`config.mk`:
```
export PLATFORM = sky130hd
export DESIGN_NAME = maze_mem_arbiter
export DESIGN_NICKNAME = d
export VERILOG_FILES = /design/src/rtl/maze_mem_arbiter.sv
export SDC_FILE = /design/constraint.sdc
export NUM_CORES = 1
export LEC_CHECK = 0
export ABC_CLOCK_PERIOD_IN_PS = 1630
export CORE_MARGIN = 1
export CORE_UTILIZATION = 28
export DETAILED_ROUTE_END_ITERATION = 8
export GPL_TIMING_DRIVEN = 0
export PLACE_DENSITY = 0.75
export SLEW_MARGIN = 20
export SYNTH_ARGS = -nofsm -noshare
export SYNTH_HDL_FRONTEND = slang
export SYNTH_SLANG_ARGS = --single-unit
```
`constraint.sdc`:
```
create_clock -name Clk -period 1.63 [get_ports Clk]
set_input_delay 0.326 -clock Clk [delete_from_list [all_inputs] [get_ports Clk]]
set_output_delay 0.326 -clock Clk [all_outputs]
set_load 0.05 [all_outputs]
```
`src/rtl/maze_mem_arbiter.sv`:
```
`default_nettype none
// ============================================================================
// Module   : maze_mem_arbiter
// Purpose  : Single-port 256x1 maze map RAM arbiter. The loader has top
//            priority, and the solver and viewer share the port round-robin.
//            The solver may hold a bounded lock on the port.
// Revision : 1.0  initial release
// ============================================================================
module maze_mem_arbiter #(
    parameter int ADDR_W   = 8,
    parameter int DATA_W   = 1,
    parameter int LOCK_MAX = 4
) (
    input  logic              Clk,
    input  logic              Rst,
    input  logic              l_req,
    input  logic              s_req,
    input  logic              v_req,
    input  logic              l_we,
    input  logic              s_we,
    input  logic              v_we,
    input  logic [ADDR_W-1:0] l_addr,
    input  logic [ADDR_W-1:0] s_addr,
    input  logic [ADDR_W-1:0] v_addr,
    input  logic [DATA_W-1:0] l_wdata,
    input  logic [DATA_W-1:0] s_wdata,
    input  logic [DATA_W-1:0] v_wdata,
    input  logic              s_lock,
    output logic              l_gnt,
    output logic              s_gnt,
    output logic              v_gnt,
    output logic              l_rvalid,
    output logic              s_rvalid,
    output logic              v_rvalid,
    output logic [DATA_W-1:0] rdata,
    output logic              mem_en,
    output logic              mem_we,
    output logic [ADDR_W-1:0] mem_addr,
    output logic [DATA_W-1:0] mem_wdata,
    input  logic [DATA_W-1:0] mem_rdata,
    output logic              lock_err
);

    localparam int c_CNT_W = $clog2(LOCK_MAX + 1);

    typedef enum logic [0:0] {
        ST_UNLOCKED = 1'b0,
        ST_LOCKED   = 1'b1
    } lock_state_t;

    typedef enum logic [1:0] {
        TAG_NONE = 2'd0,
        TAG_L    = 2'd1,
        TAG_S    = 2'd2,
        TAG_V    = 2'd3
    } tag_t;

    lock_state_t        r_state;
    lock_state_t        w_state_nxt;
    logic [c_CNT_W-1:0] r_lcnt;
    logic [c_CNT_W-1:0] w_lcnt_nxt;
    logic [c_CNT_W-1:0] w_lcnt_inc;
    logic               w_break;
    logic               r_rr;
    logic               r_lock_err;
    tag_t               r_tag;

    assign w_lcnt_inc = r_lcnt + c_CNT_W'(1);

    always_comb begin
        l_gnt = l_req;
        s_gnt = 1'b0;
        v_gnt = 1'b0;
        if (!l_req) begin
            if (r_state == ST_LOCKED && s_req) begin
                s_gnt = 1'b1;
            end else if (s_req && v_req) begin
                s_gnt = ~r_rr;
                v_gnt = r_rr;
            end else begin
                s_gnt = s_req;
                v_gnt = v_req;
            end
        end
    end

    always_comb begin
        mem_en    = l_gnt | s_gnt | v_gnt;
        mem_we    = 1'b0;
        mem_addr  = '0;
        mem_wdata = '0;
        if (l_gnt) begin
            mem_we    = l_we;
            mem_addr  = l_addr;
            mem_wdata = l_wdata;
        end else if (s_gnt) begin
            mem_we    = s_we;
            mem_addr  = s_addr;
            mem_wdata = s_wdata;
        end else if (v_gnt) begin
            mem_we    = v_we;
            mem_addr  = v_addr;
            mem_wdata = v_wdata;
        end
    end

    // A loader grant leaves the lock and its count untouched.
    always_comb begin
        w_state_nxt = r_state;
        w_lcnt_nxt  = r_lcnt;
        w_break     = 1'b0;
        case (r_state)
            ST_UNLOCKED: begin
                if (s_gnt && s_lock) begin
                    w_state_nxt = ST_LOCKED;
                    w_lcnt_nxt  = c_CNT_W'(1);
                end
            end
            ST_LOCKED: begin
                if (!s_lock || !s_req) begin
                    w_state_nxt = ST_UNLOCKED;
                    w_lcnt_nxt  = '0;
                end else if (s_gnt) begin
                    if (w_lcnt_inc == c_CNT_W'(LOCK_MAX)) begin
                        w_state_nxt = ST_UNLOCKED;
                        w_lcnt_nxt  = '0;
                        w_break     = 1'b1;
                    end else begin
                        w_lcnt_nxt = w_lcnt_inc;
                    end
                end
            end
            default: begin
                w_state_nxt = ST_UNLOCKED;
                w_lcnt_nxt  = '0;
            end
        endcase
    end

    always_ff @(posedge Clk or posedge Rst) begin
        if (Rst) begin
            r_state    <= ST_UNLOCKED;
            r_lcnt     <= '0;
            r_rr       <= 1'b0;
            r_lock_err <= 1'b0;
            r_tag      <= TAG_NONE;
        end else begin
            r_state    <= w_state_nxt;
            r_lcnt     <= w_lcnt_nxt;
            r_lock_err <= w_break;
            // A forced release hands the next contested slot to the viewer.
            if (w_break || s_gnt) begin
                r_rr <= 1'b1;
            end else if (v_gnt) begin
                r_rr <= 1'b0;
            end
            if (mem_en && !mem_we) begin
                r_tag <= l_gnt ? TAG_L : (s_gnt ? TAG_S : TAG_V);
            end else begin
                r_tag <= TAG_NONE;
            end
        end
    end

    assign l_rvalid = (r_tag == TAG_L);
    assign s_rvalid = (r_tag == TAG_S);
    assign v_rvalid = (r_tag == TAG_V);
    assign rdata    = (r_tag != TAG_NONE) ? mem_rdata : '0;
    assign lock_err = r_lock_err;

endmodule
`default_nettype wire
```
Word level (Yosys, flattened, before mapping)
Cells that the tools add are included.
- register bits after elaboration: 8
- input port bits: 37
- word-level logic and storage cells: 63
- $add $sub $neg: 1
- eq/ne operators: 6
- multiplexer cells: 35
- bitwise operators: 4
- reduce and logical (&&, ||, !) cells: 12
- operator list (kind ; number):
    $mux W1 ; 24
    $mux W8 ; 3
    $mux W3 ; 4
    $pmux W3 S2 ; 1
    $eq A2 B2 Y1 const B ; 2
    $logic_and A1 B1 Y1 ; 4
    $mux W2 ; 2
    $reduce_bool A2 Y1 ; 2
    $add A3 B1 Y3 const B ; 1
    $eq A3 B3 Y1 const B ; 1
    $logic_not A1 Y1 ; 3
    $ne A3 B2 Y1 const B ; 1
    $eq A2 B1 Y1 const B ; 1
    $logic_or A1 B1 Y1 ; 2
    $ne A2 B2 Y1 const B ; 1
    $not A1 Y1 ; 2
    $or A1 B1 Y1 ; 2
    $pmux W1 S2 ; 1
    $reduce_and A2 Y1 ; 1

Logic depth before layout (Yosys ltp)
Gate-level depths: netlist of the first run.
- word-level depth: 10
- depth in mapped cells: 6
- gate-level depth less buffers: 5

Worst setup path before layout of the first run
Ideal clock, no wire load.
- kind: flip-flop to output port
- start point: reg r_state
- end point: out mem_addr[0]
- data arrival time: 1612 ps
- required time: 1304 ps
- setup slack: -308 ps
- stages on the path, launching flop included: 6
- cell sequence: dfrtp_1 and3b_1 nor3b_4 buf_4 a222oi_1 inv_1
- elaborated cells between the ends (all ways): 8
- classes of those cells: 7 x mux; 1 x reduce/logical
- RTL lines (element ; RTL line ; source):
    from (decl) ; 58 ; lock_state_t r_state;
    from (signal assigned) ; 148 ; r_state <= w_state_nxt;
    $logic_and A1 B1 Y1 ; 75 ; if (r_state == ST_LOCKED && s_req) begin
    $mux W1 ; 75 ;
    $mux W1 ; 74 ; if (!l_req) begin
    named net s_gnt ; 30 ; output logic s_gnt,
    $mux W8 ; 96 ; end else if (s_gnt) begin
    $mux W8 ; 92 ; if (l_gnt) begin
    to (decl) ; 38 ; output logic [ADDR_W-1:0] mem_addr,
The timed path passes the listed nets, and every way through them passes these cells.

Worst setup path in the final report of the first run
- start point: reg r_state
- end point: out mem_addr[2]
- cells in the longest elaborated chain, start to end: 6
- elaborated cells between the ends (all ways): 8
- classes of those cells: 7 x mux; 1 x reduce/logical
- RTL lines (element ; RTL line ; source):
    $logic_and A1 B1 Y1 * ; 75 ;
    $mux W1 ; 75 ;
    $mux W1 ; 74 ;
    $mux W8 ; 100 ; end else if (v_gnt) begin
    $mux W8 * ; 96 ;
    $mux W8 * ; 92 ;
Mark *: on every way between the ends. The rest lies on a longest branch, timed or not.

==> impl_metrics.env, run 1 <==
export IMPL_grt_pass1_wl_um=3877
export IMPL_first_global_vias=881
export IMPL_final_antenna_net_count=0
export IMPL_numPlacedInstances=156
export IMPL_cpLargestDelayFamily="buffers and inverters"
export IMPL_core_region_area_um2=2212
export IMPL_vias=868
export IMPL_post_route_cells_drive_above_1_share_pct=38.19
export IMPL_arrival_ns=1.82
export IMPL_synthSimpleGateAreaFrac_pct=25.86
export IMPL_synth_edff_count=0
export IMPL_clockBufferDepth=2
export IMPL_place_congestion=0.6737
export IMPL_ios=56
export IMPL_rsz0062_at_grt="true"
export IMPL_post_place_ws_ns=-1.193
export IMPL_critPathLaunchType="flop"
export IMPL_path_max_fanout=4
export IMPL_critPathMaxStageDelay_ns=0.39
export IMPL_clock_skew_ns=0.007701
export IMPL_maxSlewViolCount=0
export IMPL_fin_cells=172
export IMPL_worstHoldPathType="in -> async"
export IMPL_finalHoldViolations=0
export IMPL_max_freq_ghz=0.4660
export IMPL_cp_cell_sequence="and3b_2 -> nor3b_4 -> buf_4 -> buf_6 -> a222oi_1 -> inv_2 -> buf_8"
export IMPL_slew_headroom_pct=66.55
export IMPL_fillers=188
export IMPL_maxCapViolations=0
export IMPL_wl_per_cell_um=14.50
export IMPL_nNetsFinal=185
export IMPL_synthAdderAreaFrac_pct=3.802
export IMPL_tightest_slew_ns=0.5002
export IMPL_grt_use_total_pct=20.57
export IMPL_via_per_inst=5.047
export IMPL_start_util_pct=29.75
export IMPL_syn_area_um2=658.1
export IMPL_vdd_ir_drop_worst_mv=0.4266
export IMPL_synth_compound_area_share_pct=26.81
export IMPL_syn_nets=113
export IMPL_synth_seq_cells=8
export IMPL_drtPass1Iterations=4
export IMPL_synth_cell_types=30
export IMPL_chipWidth_um=50.48
export IMPL_drtIter0Drc=30
export IMPL_cts_hold_buf=0
export IMPL_synth_ff_type="dfrtp_1"
export IMPL_root_buffer="clkbuf_4"
export IMPL_critPathKind="reg -> out"
export IMPL_avgSynthCellArea_um2=8.894
export IMPL_netlist_instances=74
export IMPL_route_detailed_drc=0
export IMPL_synthMuxAreaShare_pct=0
export IMPL_h_tree_depth=1
export IMPL_required_ns=1.30
export IMPL_antenna_found_initial=0
export IMPL_die_y_um=50.48
export IMPL_synth_xor_area_share_pct=1.331
export IMPL_n_antenna_cell=0
export IMPL_dp_hpwl_um=1805
export IMPL_finalCriticalPeriod_ns=2.146
export IMPL_die_area_um2=2548
export IMPL_path_clk_slew_ns=0.06
export IMPL_cts_tree="done"
export IMPL_leakagePower_nw=0.6604
export IMPL_status="complete, but fails checks"
export IMPL_num_rows=17
export IMPL_final_cell_mix="34 x clkdlybuf4s50_1, 13 x buf_6, 12 x buf_4, 9 x a222oi_1, 9 x inv_2"
export IMPL_layout_setup_ws_ns=-0.5160
export IMPL_layout_commonest_cell="clkdlybuf4s50_1"
export IMPL_violations="negative setup slack"
export IMPL_synthArstFlopShare_pct=100.0
export IMPL_portBuffers=54
export IMPL_reg2reg_from="r_rr"
export IMPL_drt_total_wl_um=2494
export IMPL_grt_max_degree=11
export IMPL_endpoint_kind="output pin"
export IMPL_ys_warn_count=0
export IMPL_power_density_nw_per_um2=693.1
export IMPL_clock_latency_ns=0.26
export IMPL_ys_seq_area_share_pct=30.42
export IMPL_grt_overflow=0
export IMPL_critPathLaunch="r_state"
export IMPL_setup_viol=11
export IMPL_path_buf_inv=4
export IMPL_synth_top_family_by_area="compound AO/OA/AOI/OAI gates"
export IMPL_area_delta_synth_final_pct=112.5
export IMPL_fin_crit_sh_pct=131.7
export IMPL_clkSinkCount=8
export IMPL_worst_path_max_delay_cell="dfrtp_2"
export IMPL_cts_buffers=3
==> worst reg2reg max path: stages, from the launching register on <==
cell	delay (ns)
dfrtp_1	0.37
and3b_2	0.24
nor3b_4	0.26
buf_6	0.14
buf_4	0.10
buf_4	0.10
o22ai_2	0.08
a221oi_2	0.24
==> through the flow <==
stage               util (%)  hold WS (ns)  setup TNS [ns]  power [W]  area, µm²
CTS                    62.27        0.3315          -4.501  0.0009580       1378
global placement       56.62        0.5113          -15.51  0.0007502       1252
floorplan                  -        0.1417         -0.9996  0.0005640      676.9
detailed placement     56.62        0.5250          -15.67  0.0007618       1252
global route           63.24        0.3508          -5.734   0.001024       1399
finish                 63.24        0.3205          -4.668  0.0009695       1399
==> registers in the layout, summed over array words and instances, names as in the netlist <==
| signal | flops |
|---|---|
| r_state | 1 |
| r_tag | 2 |
| lock_err | 1 |
| r_lcnt | 3 |
| r_rr | 1 |
==> logic make-up (layout without fill, tap and decap cells) <==
| family | Yosys count | in the layout |
|---|---|---|
| flops | 8 | 8 |
| compound gates | 20 | 20 |
| fa+ha+maj | 2 | 2 |
| simple gates | 25 | 25 |
| xor+xnor | 1 | 1 |
| buf+inv | 18 | 88 |
==> per-layer routing <==
metal	global-route usage (%)	share of wire (%)	up-vias
li1	-	-	417
met1	21.59	37	426
met2	40.00	58	23
met3	6.667	4.7	2
met4	2.778	0.56	0
met5	0	0	-
==> synthesized netlist by cell type, types with 2 or more instances <==
master    count  area, µm²
inv_1        13      48.80
nand2b_1      2      12.51
dfrtp_1       8      200.2
nor3_1        2      10.01
buf_2         2      10.01
nand2_1       7      26.28
nor2_1        2      7.510
a21oi_1       2      10.01
buf_4         2      15.01
and4b_1       2      20.02
ha_1          2      25.02
a222oi_1      9      90.09
and2_1        2      12.51
nor2b_1       3      18.77
==> path summary, 6_finish.rpt <==
path                                     to  slack [ns]  cells after the start
worst max-delay path            mem_addr[2]       -0.52                      7
worst min-delay path              r_lcnt[0]        0.32                      2
worst max register to register    r_lcnt[2]        0.01                      7
worst min register to register    r_lcnt[1]        0.53                      1
max in group asynchronous           r_state        1.05                      2
min in group Clk                  r_lcnt[0]        0.45                      3
==> what timing repair did <==
item	in CTS	in global routing
resized for setup	105	16
endpoints found under the setup margin	20	19
gates cloned	1	0
buffers inserted	10	3
pin swaps	4	3
==> cell type report <==
| cell class | count | area, µm² | share of cell area [%] |
|---|---|---|---|
| Buffer | 5 | 38.79 | 2.773 |
| Clock buffer | 3 | 22.52 | 1.610 |
| Inverter | 13 | 48.80 | 3.488 |
| Multi-Input combinational cell | 48 | 399.1 | 28.53 |
| Sequential cell | 8 | 201.4 | 14.40 |
| Tap cell | 28 | 35.03 | 2.504 |
| Timing Repair Buffer | 67 | 653.1 | 46.69 |
==> power breakdown <==
| group | internal (W) | switching [W] |
|---|---|---|
| clock network | 0.0000841 | 0.0000659 |
| registers | 0.000231 | 0.0000323 |
| logic | 0.000263 | 0.000293 |
| total | 0.000579 | 0.000391 |
Power figures use the tool's default switching activity.
==> run 2: changes to the inputs <==
--- a/config.mk
+++ b/config.mk
@@ -6,6 +6,7 @@
 export NUM_CORES = 1
 export LEC_CHECK = 0
 export ABC_CLOCK_PERIOD_IN_PS = 1630
+export CAP_MARGIN = 10
 export CORE_MARGIN = 1
 export CORE_UTILIZATION = 28
 export DETAILED_ROUTE_END_ITERATION = 8
==> results of run 2 <==
Same layout as run 1: the final DEF is identical, and so are final timing and power.
==> run 3: changes to the inputs <==
--- a/config.mk
+++ b/config.mk
@@ -6,12 +6,12 @@
 export NUM_CORES = 1
 export LEC_CHECK = 0
 export ABC_CLOCK_PERIOD_IN_PS = 1630
-export CAP_MARGIN = 10
 export CORE_MARGIN = 1
 export CORE_UTILIZATION = 28
 export DETAILED_ROUTE_END_ITERATION = 8
 export GPL_TIMING_DRIVEN = 0
 export PLACE_DENSITY = 0.75
+export REMOVE_ABC_BUFFERS = 1
 export SLEW_MARGIN = 20
 export SYNTH_ARGS = -nofsm -noshare
 export SYNTH_HDL_FRONTEND = slang
==> impl_metrics.env, run 3 (synthesis gave the netlist of run 1 again) <==
export IMPL_status="complete, but fails checks"
export IMPL_violations="negative setup slack"
export IMPL_area_delta_synth_final_pct=114.1
export IMPL_vias=852
export IMPL_place_congestion=0.8298
export IMPL_grt_pass1_wl_um=3167
export IMPL_placed_cell_area_um2=1215
export IMPL_clkSinkCount=8
export IMPL_r2r_setup_slack_ns=-0.03
export IMPL_register_area_um2=201.4
export IMPL_maxCapViolations=0
export IMPL_drtPass1Iterations=4
export IMPL_worstHoldPathType="in -> async"
export IMPL_largest_register="r_lcnt"
export IMPL_start_util_pct=29.75
export IMPL_reg2reg_from="r_rr"
export IMPL_antenna_found_initial=0
export IMPL_power_density_nw_per_um2=687.2
export IMPL_vdd_ir_drop_worst_mv=0.4024
export IMPL_fin_cells=167
export IMPL_fin_crit_sh_pct=123.9
export IMPL_max_freq_ghz=0.4952
export IMPL_reg2reg_depth=7
export IMPL_leakagePower_nw=0.6635
export IMPL_h_tree_depth=1
export IMPL_dp_hpwl_um=1456
export IMPL_fillers=181
export IMPL_timing_rr_end="r_lcnt[1]"
export IMPL_layout_setup_ws_ns=-0.3896
export IMPL_required_ns=1.30
export IMPL_finalCriticalPeriod_ns=2.020
export IMPL_slew_headroom_pct=68.02
export IMPL_root_buffer="clkbuf_4"
export IMPL_cts_buffers=3
export IMPL_wl_per_cell_um=13.11
export IMPL_finalHoldViolations=0
export IMPL_final_antenna_net_count=0
export IMPL_critPathKind="reg -> out"
export IMPL_largest_reg_flops=3
export IMPL_portBuffers=55
export IMPL_path_max_fanout=11
export IMPL_drt_total_wl_um=2190
export IMPL_cpLargestDelayFamily="flip-flops"
export IMPL_n_antenna_cell=0
export IMPL_reg_top3="r_lcnt (3), r_tag (2)"
export IMPL_tightest_slew_ns=0.4817
export IMPL_chipWidth_um=50.48
export IMPL_critPathMaxStageDelay_ns=0.40
export IMPL_nNetsFinal=180
export IMPL_via_per_inst=5.102
export IMPL_path_buf_inv=3
export IMPL_post_place_ws_ns=-1.969
export IMPL_final_cell_mix="33 x clkdlybuf4s50_1, 13 x inv_1, 12 x buf_6, 9 x a222oi_1, 9 x buf_4"
export IMPL_worst_path_max_delay_cell="dfrtp_2"
export IMPL_cts_tree="done"
export IMPL_cts_hold_buf=0
export IMPL_core_region_area_um2=2212
export IMPL_grt_use_total_pct=16.46
export IMPL_layout_commonest_cell="clkdlybuf4s50_1"
export IMPL_tns_ns=-4.065
export IMPL_fin_total_pwr_w=0.0009682
export IMPL_setup_viol=14
export IMPL_die_area_um2=2548
export IMPL_grt_max_degree=21
export IMPL_first_global_vias=808
export IMPL_critPathLaunchType="flop"
export IMPL_clock_skew_ns=0.005699
export IMPL_numPlacedInstances=152
export IMPL_die_y_um=50.48
export IMPL_grt_overflow=0
export IMPL_maxSlewViolCount=0
export IMPL_arrival_ns=1.69
export IMPL_rsz0062_at_grt="true"
export IMPL_num_rows=17
export IMPL_drtIter0Drc=39
export IMPL_clockBufferDepth=2
export IMPL_ios=56
export IMPL_cp_cell_sequence="and3b_2 -> nor3b_4 -> buf_12 -> a222oi_1 -> inv_1 -> buf_6"
export IMPL_post_route_cells_drive_above_1_share_pct=30.94
export IMPL_route_detailed_drc=0
export IMPL_path_clk_slew_ns=0.06
export IMPL_multi_input_area_um2=431.7
export IMPL_endpoint_kind="output pin"
export IMPL_fin_area_um2=1409
export IMPL_clock_latency_ns=0.25
## run 3: routing by layer
metal	global-route usage, %	share of wire [%]	vias up
met1	15.50	39	401
met5	0	0	-
met2	30.44	51	44
met3	8.182	9.9	2
li1	-	-	405
met4	5.556	0.55	0
## run 3: area by class of cell
type	count	area share (%)
clock buffers	3	1.599
inverters	13	3.464
multi-input cells	48	30.64
flip-flops and latches	8	14.30
well taps	28	2.487
repair buffers	67	47.51
## run 3: report_power, final
group          internal, W  switching [W]  leakage (nW)  total, W
clock network    0.0000840      0.0000638        0.0138  0.000148
registers         0.000231      0.0000356        0.0986  0.000267
logic             0.000262       0.000291         0.551  0.000553
total             0.000578       0.000391         0.663  0.000968
## run 3: what timing repair did
action                                  in CTS  in global routing
gates resized for setup                    107                 22
buffers inserted                             6                  6
gates cloned                                 0                  0
endpoints found under the hold margin        0                  0
pin swaps                                    7                  5
endpoints found under the setup margin      26                 17
## run 3: stage by stage
step	hold WS (ns)	utilization [%]
floorplan	0.1417	-
global placement	0.5060	54.92
detailed placement	0.5207	54.92
CTS	0.3335	58.82
global route	0.3559	63.69
finish	0.3275	63.69
## run 3: worst max path at each step
stage,start,slack (ns),endpoint,cells after the start
2_1_floorplan,r_state,-1.06,mem_we,4
3_3_place_gp,l_req,-1.95,mem_we,6
3_5_place_dp,l_req,-1.97,mem_we,6
4_1_cts,r_state,-0.41,mem_addr[1],6
5_1_grt,r_state,-0.49,mem_addr[1],6
6_report,r_state,-0.39,mem_addr[1],6
